===== src/rtl/dmem_responder.sv =====
// Handshaked data-memory responder: one request at a time, optional wait states, word array with error flag.
// Optional wait states are compiled in with `define DMEM_WAIT_EN.
module dmem_responder #(
   parameter int WIDTH       = 16,
   parameter int DEPTH       = 256,
   parameter int WAIT_CYCLES = 2
) (
   input  logic             clk,
   input  logic             rst_n,
   input  logic             req_valid,
   output logic             req_ready,
   input  logic             req_wen,
   input  logic [WIDTH-1:0] req_addr,
   input  logic [WIDTH-1:0] req_wdata,
   output logic             rsp_valid,
   input  logic             rsp_ready,
   output logic [WIDTH-1:0] rsp_rdata,
   output logic             rsp_err,
   output logic             busy
);

   localparam int AW = (DEPTH > 1) ? $clog2(DEPTH) : 1;

   if (WAIT_CYCLES < 0 || WAIT_CYCLES > 15) begin : g_bad_wait
      $error("WAIT_CYCLES must be in 0..15");
   end

   typedef enum logic [1:0] {S_IDLE, S_WAIT, S_ACCESS, S_RESP} state_t;

   state_t           state_q, state_d;
   logic             wen_q;
   logic [WIDTH-1:0] addr_q, wdata_q, rdata_q;
   logic             err_q, valid_q;
   logic             acc_err;
   logic [AW-1:0]    idx;

   // NOTE: the array has no reset; it starts at zero and only ACCESS stores change it.
   logic [WIDTH-1:0] mem_q [DEPTH] = '{default: '0};

`ifdef DMEM_WAIT_EN
   logic [3:0] cnt_q, cnt_d;
`endif

   assign idx     = addr_q[AW:1];
   assign acc_err = addr_q[0] | (32'(addr_q[WIDTH-1:1]) >= 32'(DEPTH));

   assign req_ready = (state_q == S_IDLE);
   assign busy      = (state_q != S_IDLE);
   assign rsp_valid = valid_q;
   assign rsp_rdata = rdata_q;
   assign rsp_err   = err_q;

   // NOTE: every variable written here gets a default first, so no latches are inferred.
   always_comb begin
      state_d = state_q;
`ifdef DMEM_WAIT_EN
      cnt_d   = cnt_q;
`endif
      case (state_q)
         S_IDLE: begin
            if (req_valid) begin
`ifdef DMEM_WAIT_EN
               if (WAIT_CYCLES > 0) begin
                  state_d = S_WAIT;
                  cnt_d   = 4'(WAIT_CYCLES - 1);
               end else begin
                  state_d = S_ACCESS;
               end
`else
               state_d = S_ACCESS;
`endif
            end
         end
         S_WAIT: begin
`ifdef DMEM_WAIT_EN
            if (cnt_q == 4'd0) state_d = S_ACCESS;
            else               cnt_d   = cnt_q - 4'd1;
`else
            state_d = S_IDLE;
`endif
         end
         S_ACCESS: state_d = S_RESP;
         S_RESP:   if (rsp_ready) state_d = S_IDLE;
         default:  state_d = S_IDLE;
      endcase
   end

   // NOTE: sequential state uses non-blocking assignments so all flops update together.
   always_ff @(posedge clk or negedge rst_n) begin
      if (!rst_n) begin
         state_q <= S_IDLE;
         wen_q   <= 1'b0;
         addr_q  <= '0;
         wdata_q <= '0;
         rdata_q <= '0;
         err_q   <= 1'b0;
         valid_q <= 1'b0;
      end else begin
         state_q <= state_d;
         if (state_q == S_IDLE && req_valid) begin
            wen_q   <= req_wen;
            addr_q  <= req_addr;
            wdata_q <= req_wdata;
         end
         if (state_q == S_ACCESS) begin
            rdata_q <= (!wen_q && !acc_err) ? mem_q[idx] : '0;
            err_q   <= acc_err;
            valid_q <= 1'b1;
         end else if (state_q == S_RESP && rsp_ready) begin
            valid_q <= 1'b0;
         end
      end
   end

`ifdef DMEM_WAIT_EN
   always_ff @(posedge clk or negedge rst_n) begin
      if (!rst_n) cnt_q <= 4'd0;
      else        cnt_q <= cnt_d;
   end
`endif

   always_ff @(posedge clk) begin
      if (state_q == S_ACCESS && wen_q && !acc_err) mem_q[idx] <= wdata_q;
   end

endmodule

===== config.mk =====
export PLATFORM = sky130hd
export DESIGN_NAME = dmem_responder
export DESIGN_NICKNAME = d
export VERILOG_FILES = /design/src/rtl/dmem_responder.sv
export SDC_FILE = /design/constraint.sdc
export NUM_CORES = 2
export LEC_CHECK = 0
export CAP_MARGIN = 30
export CORE_MARGIN = 1.5
export CORE_UTILIZATION = 45
export CTS_CLUSTER_SIZE = 30
export DETAILED_ROUTE_END_ITERATION = 10
export HOLD_SLACK_MARGIN = 0.15
export PLACE_DENSITY = 0.7
export SYNTH_ARGS = -nofsm -noshare
export SYNTH_HDL_FRONTEND = slang
export SYNTH_SLANG_ARGS = --single-unit
export TNS_END_PERCENT = 20

===== constraint.sdc =====
create_clock -name clk -period 4.98 [get_ports clk]
set_input_delay 0.996 -clock clk [delete_from_list [all_inputs] [get_ports clk]]
set_output_delay 0.996 -clock clk [all_outputs]
set_load 0.01 [all_outputs]

==> out/qor.txt <==
DIE
-----------------------------------------------------------------------------------------------------
Placeable core region                                                                      350000 um2
# IOs                                                                                              57
Die H                                                                                          596 um
Width of the chip                                                                              596 um
Starting density of the core                                                                    45.2%
Area enclosed by the die boundary                                                          355000 um2
Total number of placement rows                                                                    217

POWER AND IR DROP
-----------------------------------------------------------------------------------------------------
Switching part of the total power                                                               31.6%
Peak VDD IR                                                                                0.000574 V
Clock share of power                                                                            28.2%
Share of total power in sequential cells                                                        43.5%
Combinational power share                                                                       28.4%
Leakage power of the design                                                                   56.2 nW
Internal power of the cells                                                                   71.2 mW
Power density cells                                                                        578 nW/um2
Sw Pwr                                                                                        32.9 mW

STA
-----------------------------------------------------------------------------------------------------
Endpoints failing hold                                                                              0
Period utilization                                                                              90.3%
Slew at the pin closest to its max-slew limit                                                 1.15 ns
Headroom to the max-slew limit                                                                  23.6%
Clock Skew                                                                                   0.111 ns
Max Clk Rate                                                                                  222 MHz
RSZ-0062 raised after global routing                                                            false
Minimum setup slack in the final design                                                      0.483 ns
Setup TNS                                                                                        0 ns
Post-layout minimum cycle time                                                                4.50 ns
Max-slew violation total from the final report                                                      0
Number of failing setup endpoints in the final timing report                                        0

LOGIC SYNTHESIS
-----------------------------------------------------------------------------------------------------
Mux contribution to synthesized area                                                            15.1%
Post-synthesis compound-gate area fraction                                                      3.08%
Synth cell types                                                                                   53
Prevailing post-synth register cell                                                      sky130_fd_sc_hd__edfxtp_1
Share of the yosys chip area belonging to registers                                             78.6%
Mean instance size in the synthesized netlist                                                22.2 um2
Post-synth EDFFs                                                                                 4096
Simple-gate share of the synthesized area                                                       1.92%
FF+latch count, synth                                                                            4149
Synthesized Nets                                                                                 7153
Post-synthesis share of cell area spent on full adders, half adders and majority gates             0%
Number of warnings printed during yosys synthesis                                                   0
Cell area after technology mapping                                                         158000 um2
Share of synthesized flip-flops with an asynchronous set or reset                               1.28%
Gate Count Post-Synth                                                                            7116
Main combinational cell family by area after synthesis                                   multiplexers
Parity-gate share of the synthesized area counting xor and xnor cells                              0%

WORST SETUP PATH
-----------------------------------------------------------------------------------------------------
Required time at the worst-slack endpoint                                                     5.74 ns
Combined buffer and inverter count along the critical path                                          2
Top delay family on crit path                                                            compound AO/OA/AOI/OAI gates
Category of the critical setup timing path                                                    reg2reg
Largest fanout on the critical path                                                                52
Critical Path Max Stage Delay                                                                 0.93 ns
Cells along the critical path                                                            buf_12, mux4_2, a22o_1, a221oi_1, a31oi_1, a21oi_1, nor4bb_1, buf_4, o21ai_1
CP Data Arrival Time                                                                          5.25 ns
Startpoint class of the critical path                                                        register
Slowest-stage cell, CP                                                                   sky130_fd_sc_hd__dfrtp_4
Category of the worst setup path capture point                                               register

CLOCKING
-----------------------------------------------------------------------------------------------------
Clock latency on the worst-skew pair                                                          0.95 ns
Clock tree from TritonCTS                                                                        done
Clock buffers created by TritonCTS                                                                400
Maximum number of buffers from clock root to sink                                                   4
Clock slew seen by the registers of the worst setup and hold paths                            0.06 ns
Number of sinks driven by the clock tree                                                         4149
Clock tree root buffer cell                                                              sky130_fd_sc_hd__clkbuf_16
H-tree level count                                                                                  5
Post-CTS setup buffers                                                                              0

DRT
-----------------------------------------------------------------------------------------------------
Met2 routed WL                                                                              188000 um
Met1 Routed Length                                                                          151000 um
Overall routed net length                                                                   405000 um
Number of vias per cell                                                                          6.25
First-iteration detailed-routing DRC count                                                      12266
Highest routing layer actually used                                                              met5
Amount of wire on met3 after detailed routing                                                47400 um
Routed wirelength normalized by instance count                                                32.1 um
Total DRC errors in the routed layout                                                               0
Number of optimization iterations in the first detailed-route pass                                  7
Residual antenna-violating net count after detailed routing                                         0
DR vias                                                                                         78786

PLACE
-----------------------------------------------------------------------------------------------------
DP Wirelength                                                                               242000 um
DP Worst Slack                                                                               0.535 ns
Routability congestion estimate                                                                 0.900
Port-buffer cells                                                                                  56

GRT
-----------------------------------------------------------------------------------------------------
First-pass GRT wire length                                                                  577000 um
Total grt overflow                                                                                  0
Largest net degree at the start of global routing                                                 181
Antenna violations before repair                                                                   28
All-Layer GR Usage                                                                              22.5%
Vias in the first global route                                                                  78411

FINAL LAYOUT
-----------------------------------------------------------------------------------------------------
Final layout net count                                                                           7730
Synth-to-layout area growth                                                                     13.8%
Filler Cell Count                                                                               26402
Most common library cell in the layout ignoring fill and taps                            sky130_fd_sc_hd__edfxtp_1
Layout cell share with drive strength beyond 1                                                  27.1%
Commonest cells after routing, fill and taps aside                                       4096 x sky130_fd_sc_hd__edfxtp_1, 937 x sky130_fd_sc_hd__mux4_2, 460 x sky130_fd_sc_hd__buf_4, 408 x sky130_fd_sc_hd__clkbuf_16, 318 x sky130_fd_sc_hd__a22oi_1

MIN PATH
-----------------------------------------------------------------------------------------------------
Hold Crit Class                                                                              in2async

JOB
-----------------------------------------------------------------------------------------------------
Count of max-cap constraint violations                                                              0

RUN STATUS
-----------------------------------------------------------------------------------------------------
Outcome                                                                                  finished clean

-- cell type report --
cell class,instances,area (um2),share of cell area (%)
Multi-Input combinational cell,2547,31900,17.7
Clock inverter,212,1930,1.07
Inverter,7,28.8,0.0160
Tap cell,4599,5750,3.19
Clock buffer,497,10500,5.85
Antenna cell,14,35.0,0.0195
Timing Repair Buffer,588,5500,3.05
Sequential cell,4149,124000,69.1
-- power by group through the flow --
stage | clock (mW) | combinational, mW | sequential (mW)
3_3_place_gp | 0 | 28.4 | 46.0
2_1_floorplan | 0 | 15.5 | 48.2
4_1_cts | 29.6 | 29.1 | 45.4
6_report | 29.3 | 29.5 | 45.2
3_5_place_dp | 0 | 29.0 | 46.1
5_1_grt | 31.0 | 30.8 | 45.2
-- final timing paths --
kind,startpoint,endpoint,slack [ns],cells past startpoint
setup / recovery,addr_q[1],rsp_rdata[6],0.48,9
hold reg to reg,rsp_valid,rsp_valid,0.50,2
setup reg to reg,addr_q[1],rsp_rdata[6],0.48,9
min in group clk,rsp_valid,rsp_valid,0.50,2
hold / removal,rst_n,addr_q[0],0.39,2
max in group asynchronous,rst_n,rsp_rdata[8],3.58,4
-- logic make-up (layout without fill, tap and decap cells) --
group | count (synthesis) | count (layout)
flops | 4149 | 4149
mux | 1202 | 1202
compound gates | 678 | 678
simple gates | 667 | 667
buf+inv | 420 | 1304
other cells | 0 | 14
-- registers in the layout, summed over array words and instances (netlist names) --
signal	count
rsp_valid	1
mem_q	4096
state_q	2
rsp_rdata	16
rsp_err	1
addr_q	16
wdata_q	16
wen_q	1
-- through the flow --
stage          cells  utilization (%)  total power [mW]  hold slack (ns)  cell area (um2)
5_1_grt        12601             51.5               107            0.376           180000
2_1_floorplan   7116                -              63.7            0.481           158000
4_1_cts        12590             51.4               104            0.179           180000
6_report       12613             51.5               104            0.395           180000
3_3_place_gp   11877             47.8              74.4            0.459           167000
3_5_place_dp   11881             47.9              75.1            0.485           167000
-- repair_timing --
item	in CTS	in global routing
hold buffers	0	1
hold endpoints to repair	0	33
resized for setup	0	0
-- Yosys cell counts, types with 5 or more instances --
master	n	share of area (%)
sky130_fd_sc_hd__o21ai_1	30	0.095
sky130_fd_sc_hd__a211oi_1	6	0.028
sky130_fd_sc_hd__nor2_1	280	0.66
sky130_fd_sc_hd__buf_4	43	0.20
sky130_fd_sc_hd__nor2b_1	41	0.16
sky130_fd_sc_hd__a221oi_1	47	0.26
sky130_fd_sc_hd__edfxtp_1	4096	78
sky130_fd_sc_hd__mux4_2	937	13
sky130_fd_sc_hd__a22oi_1	318	1.5
sky130_fd_sc_hd__o2111ai_1	17	0.094
sky130_fd_sc_hd__or3_1	17	0.067
sky130_fd_sc_hd__a22o_1	16	0.089
sky130_fd_sc_hd__a21oi_1	120	0.38
sky130_fd_sc_hd__o211ai_1	19	0.090
sky130_fd_sc_hd__a31oi_1	15	0.059
sky130_fd_sc_hd__buf_6	32	0.23
sky130_fd_sc_hd__nand4_1	34	0.13
sky130_fd_sc_hd__mux2i_1	174	1.1
sky130_fd_sc_hd__o21ai_0	21	0.066
sky130_fd_sc_hd__a32oi_1	16	0.089
sky130_fd_sc_hd__dfrtp_1	53	0.84
sky130_fd_sc_hd__buf_2	133	0.42
sky130_fd_sc_hd__nor4bb_1	15	0.095
sky130_fd_sc_hd__nand3_1	78	0.25
sky130_fd_sc_hd__o221ai_1	15	0.083
sky130_fd_sc_hd__mux2_2	91	0.65
sky130_fd_sc_hd__buf_1	40	0.095
sky130_fd_sc_hd__clkbuf_1	165	0.39
sky130_fd_sc_hd__and2_1	5	0.020
sky130_fd_sc_hd__inv_1	5	0.012
sky130_fd_sc_hd__nand2_1	168	0.40
sky130_fd_sc_hd__a221o_1	30	0.19
-- metal layers --
layer  GRT usage, %  vias up
met5              0        -
met2           34.7     4898
li1               -    31328
met1           31.3    41685
met3           5.34      849
met4           8.96       26
No activity file was read; power rests on OpenSTA's default activity.
